<file path="src/rtl/memb_skew_buffer.sv">
// memb_skew_buffer: diagonal skew buffer for the B (weight) operand of a
// DIM x DIM systolic array. Column c is a DIM+c deep shift register, so the
// rows written on Bin leave on Bout with column c lagging column 0 by c
// enabled cycles.
//
// Optional feature: define MEMB_OUT_REG_EN to add one free-running output
// register per column (clocked every cycle, independent of en). This delays
// Bout by one clock and relieves timing into the array top edge.
//
// DIM must be at least 2.
module memb_skew_buffer #(
    parameter int BITS_AB = 8,
    parameter int DIM     = 8
) (
    input  logic                       clk,
    input  logic                       rst_n,
    input  logic                       en,
    input  logic signed [BITS_AB-1:0]  Bin  [DIM-1:0],
    output logic signed [BITS_AB-1:0]  Bout [DIM-1:0]
);

    generate
        for (genvar c = 0; c < DIM; c++) begin : g_col
            localparam int DEPTH = DIM + c;

            logic signed [BITS_AB-1:0] stage [DEPTH];

            // Column shift register: advances one stage on enabled edges only.
            always_ff @(posedge clk or negedge rst_n) begin
                if (!rst_n) begin
                    for (int i = 0; i < DEPTH; i++) begin
                        stage[i] <= '0;
                    end
                end else if (en) begin
                    stage[0] <= Bin[c];
                    for (int i = 1; i < DEPTH; i++) begin
                        stage[i] <= stage[i-1];
                    end
                end
            end

`ifdef MEMB_OUT_REG_EN
            logic signed [BITS_AB-1:0] out_q;

            // Retiming register after the final stage, clocked every cycle.
            always_ff @(posedge clk or negedge rst_n) begin
                if (!rst_n) begin
                    out_q <= '0;
                end else begin
                    out_q <= stage[DEPTH-1];
                end
            end

            assign Bout[c] = out_q;
`else
            assign Bout[c] = stage[DEPTH-1];
`endif
        end
    endgenerate

endmodule

</file>
<file path="config.mk">
export PLATFORM = sky130hd
export DESIGN_NAME = memb_skew_buffer
export DESIGN_NICKNAME = d
export VERILOG_FILES = /design/src/rtl/memb_skew_buffer.sv
export SDC_FILE = /design/constraint.sdc
export NUM_CORES = 1
export LEC_CHECK = 0
export BUFFER_PORTS_ARGS = -buffer_cell sky130_fd_sc_hd__buf_2
export CAP_MARGIN = 20
export CELL_PAD_IN_SITES_DETAIL_PLACEMENT = 0
export CELL_PAD_IN_SITES_GLOBAL_PLACEMENT = 1
export CORE_ASPECT_RATIO = 1.4
export CORE_MARGIN = 3
export CORE_UTILIZATION = 45
export CTS_BUF_LIST = sky130_fd_sc_hd__clkbuf_8
export CTS_CLUSTER_DIAMETER = 30
export DETAILED_ROUTE_END_ITERATION = 6
export PLACE_DENSITY_LB_ADDON = 0.1
export SLEW_MARGIN = 25
export SYNTH_ARGS = -nofsm -noshare
export SYNTH_HDL_FRONTEND = slang
export SYNTH_SLANG_ARGS = --single-unit
</file>
<file path="constraint.sdc">
create_clock -name clk -period 0.8 [get_ports clk]
set_input_delay 0.12 -clock clk [delete_from_list [all_inputs] [get_ports clk]]
set_output_delay 0.12 -clock clk [all_outputs]
set_load 0.05 [all_outputs]
</file>
# After elaboration in Yosys (flattened, before gate mapping)
# Cells that the tools add are included.
word_totals:
  ff_bits: 736
  wordCells: 92
  in_bits: 67

# Longest topological paths before layout
depth:
  depth_word: 0
  depth_mapped: 5
  ltp_nobuf: 1

# Worst setup path before layout
# Ideal clock, no wire load.
synth_path:
  kind: "input -> register"
  startpoint: "input en"
  endpoint: "register g_col[7].stage, in the netlist Bout[56]"
  setup_time_ns: 0.125
  path_stages: 5
  path_slack_ns: -0.290
  arrival_ns: 0.965
  cell_sequence: "buf_2 buf_6 buf_6 buf_6 mux2_4"
synth_rtl:
  columns: ["element", "line", "text"]
  rows:
  - ["from (decl)", "17", "input logic en,"]
  - ["to (signal, indexed assignment)", "37", "stage[i] <= stage[i-1];"]
  - ["to (decl)", "26", "logic signed [BITS_AB-1:0] stage [DEPTH];"]
# No word-level cell between the ends.

# Final worst setup path
layout_path:
  startpoint: "register g_col[5].stage, in the netlist Bout[45]"
  endpoint: "output Bout[45] (netlist name)"
layout_rtl:
  columns: ["element", "line", "text"]
  rows:
  - ["from (decl)", "26", null]
  - ["from (signal, indexed assignment)", "37", null]
  - ["to (decl)", "19", "output logic signed [BITS_AB-1:0] Bout [DIM-1:0]"]
# No word-level cell between the ends.

==> results_dict.tcl <==
set metrics [dict create \
    yosys.cell_types.count 6 \
    skew_ns 0.0218 \
    multiInputGateArea_um2 8470 \
    cts_sinks 736 \
    outcome "finished, violations left" \
    die_width_um 217 \
    setup.worst_path.end "Bout[45]" \
    cts_tree "yes" \
    initial_core_util 0.457 \
    cp_data_arrival_time_ns 1.40 \
    first_global_vias 15064 \
    finalCritPeriodShare 1.90 \
    p_leak_nw 15.5 \
    clock_tree.buffer_depth 3 \
    floorplan.die.height_um 301 \
    postSynthCellCount 1618 \
    start_kind "register" \
    layout_common_cells "sky130_fd_sc_hd__dfrtp_1 (735), sky130_fd_sc_hd__mux2_2 (688), sky130_fd_sc_hd__clkbuf_8 (178)" \
    worst_setup_hold_path_clk_slew_ns 0.06 \
    final_cell_count_no_fill 2877 \
    placement_rows 107 \
    critPathMaxFanout 2 \
    p_per_area_nw_per_um2 3570 \
    failed_checks "negative setup slack" \
    synth.largest_area_cell "sky130_fd_sc_hd__dfrtp_1" \
    fillCellCount 4917 \
    worst-r2r-setup-slack_ns -0.21 \
    worst-slew-pin-transition_ns 0.709 \
    routed_wirelength_um 42400 \
    route.antenna.remaining_nets 0 \
    antenna_found_initial 2 \
    detailed_place_hpwl_um 26400 \
    synth-seq-cells 736 \
    setup_viol_count_final 803 \
    worstSkewPairLatency_ns 0.73 \
    timing_hold_violations_final 0 \
    finalNetCount 2014 \
    max_freq_mhz 658 \
    class_of_the_worst_hold_path "in -> async" \
    r2r-start "Bout[62]" \
    synth_warnings 0 \
    cts_made_buffers 139 \
    hold-worst-slack_ns 0.0855 \
    remaining_drc_errors 0 \
    worst_r2r_endpoint "Bout[62]" \
    cp_data_required_time_ns 0.68 \
    wl_per_cell_um 14.7 \
    global_router_s_overall_resource_usage 0.138 \
    pin_count_of_the_biggest_net_entering_global_routing 44 \
    post_synth_instance_area_um2 27900 \
    finalWorstPathRequiredPeriod_ns 1.52 \
    design.core.area_um2 61200 \
    detailed_place.area_um2 30000 \
    most_common_cell_after_layout_fill_and_taps_aside "sky130_fd_sc_hd__dfrtp_1" \
    detail_route.first_pass.iterations 4 \
    drt_iter0_drc 498 \
    cts_root_buf "sky130_fd_sc_hd__clkbuf_8" \
    dp_cells 2532 \
    detailroute.via_count 13671 \
    worstSetupEndpointType "primary output" \
    drive_gt1_frac 0.595 \
    avgViaCountPerCell 4.75 \
    area_occupied_by_registers_um2 18400 \
    final_estimated_routing_congestion_in_global_placement 0.670 \
    number_of_top_level_pins 131 \
    normalized_max_slew_margin 0.526 \
    layout-area-overhead-vs-synth_pct 23.8 \
    postLayoutCellArea_um2 34600 \
    post_route_setup_slack_ns -0.719 \
    maxCapViolations 0 \
    syn-mean-instance-area_um2 17.3 \
    critical_path.startpoint "Bout[45]" \
    seq_area_frac_synth 0.659 \
    synth_nets 1685 \
    path_class "reg -> out" \
    synth.top_cells.by_area "sky130_fd_sc_hd__dfrtp_1 (66%), sky130_fd_sc_hd__mux2_2 (28%), sky130_fd_sc_hd__buf_4 (3.3%)" \
    rsz_0062_raised_after_global_routing "true" \
    netlist.area_leader.share 0.659 \
    buffer_ports.inserted 130 \
    finalMaxSlewViolations 0 \
    grt_first_pass_wirelength_um 74100 \
    gr-total-overflow 0 \
    cts.htree.levels 4 \
    worst_r2r_path_depth 3 \
    area_enclosed_by_the_die_boundary_um2 65100 \
    vdd.ir_drop.worst_mv 2.12 \
]
==> report_power, final <==
group          switching [W]  total [W]  leakage (nW)  internal [W]
Combinational         0.0112     0.0261          5.02        0.0149
Sequential           0.00637     0.0562          8.75        0.0498
Clock                 0.0154     0.0409          1.75        0.0256
Total                 0.0330      0.123          15.5        0.0903
==> routing by layer <==
metal,global-route usage,share of wire,vias to the layer above
li1,-,-,6332
met3,0.0427,0.043,106
met2,0.216,0.48,228
met5,0,0.00031,-
met4,0.0588,0.027,2
met1,0.179,0.45,7003
==> synthesized netlist by cell type (all sizes together) <==
library cell,number
mux2,736
buf,146
dfrtp,736
==> worst max-delay path: stages (launching register included) <==
cell and delay (ns):
sky130_fd_sc_hd__dfrtp_1 0.40, sky130_fd_sc_hd__buf_6 0.14, sky130_fd_sc_hd__buf_12 0.14
==> metrics by stage <==
stage	setup TNS, ns	total power (W)	setup WS, ns	util
finish	-482.02	0.123	-0.719	0.565
global route	-469.82	0.131	-0.838	0.565
CTS	-776.49	0.125	-0.842	0.563
detailed placement	-246.13	0.0800	-0.405	0.490
global placement	-240.56	0.0788	-0.384	0.490
floorplan	-157.72	0.0750	-0.237	-
==> how the worst min path moves through the flow <==
stage	end	cells past startpoint	startpoint	slack, ns
after CTS	g_col[4].stage[86]	4	rst_n	0.003
final	g_col[4].stage[86]	4	rst_n	0.09
after floorplan	Bout[0]	0	rst_n	-0.18
after global routing	g_col[4].stage[86]	4	rst_n	0.04
after global placement	Bout[1]	1	rst_n	-0.04
after detailed placement	Bout[1]	1	rst_n	-0.05
==> sequential cells by signal, indices dropped and copies added (netlist names) <==
signal       flops
Bout            64
g_col.stage    672
==> what timing repair did <==
item / in CTS / in global routing
setup endpoints to repair: 68 / 1404
setup buffers: 17 / 5
endpoints found under the hold margin: 874 / 52
resized for setup: 127 / 22
hold buffers: 69 / 2
==> cell type report <==
| class | count | share of cell area |
|---|---|---|
| Sequential cell | 736 | 0.533 |
| Multi-Input combinational cell | 736 | 0.245 |
| Timing Repair Buffer | 334 | 0.0983 |
| Clock buffer | 178 | 0.0709 |
| Tap cell | 817 | 0.0296 |
| Clock inverter | 75 | 0.0234 |
| Antenna cell | 1 | 0.0000724 |
==> cells by family after synthesis <==
logic type	share of synthesized area
flip-flops	0.659
buffers and inverters	0.0386
multiplexers	0.302
Power figures use the tool's default switching activity.
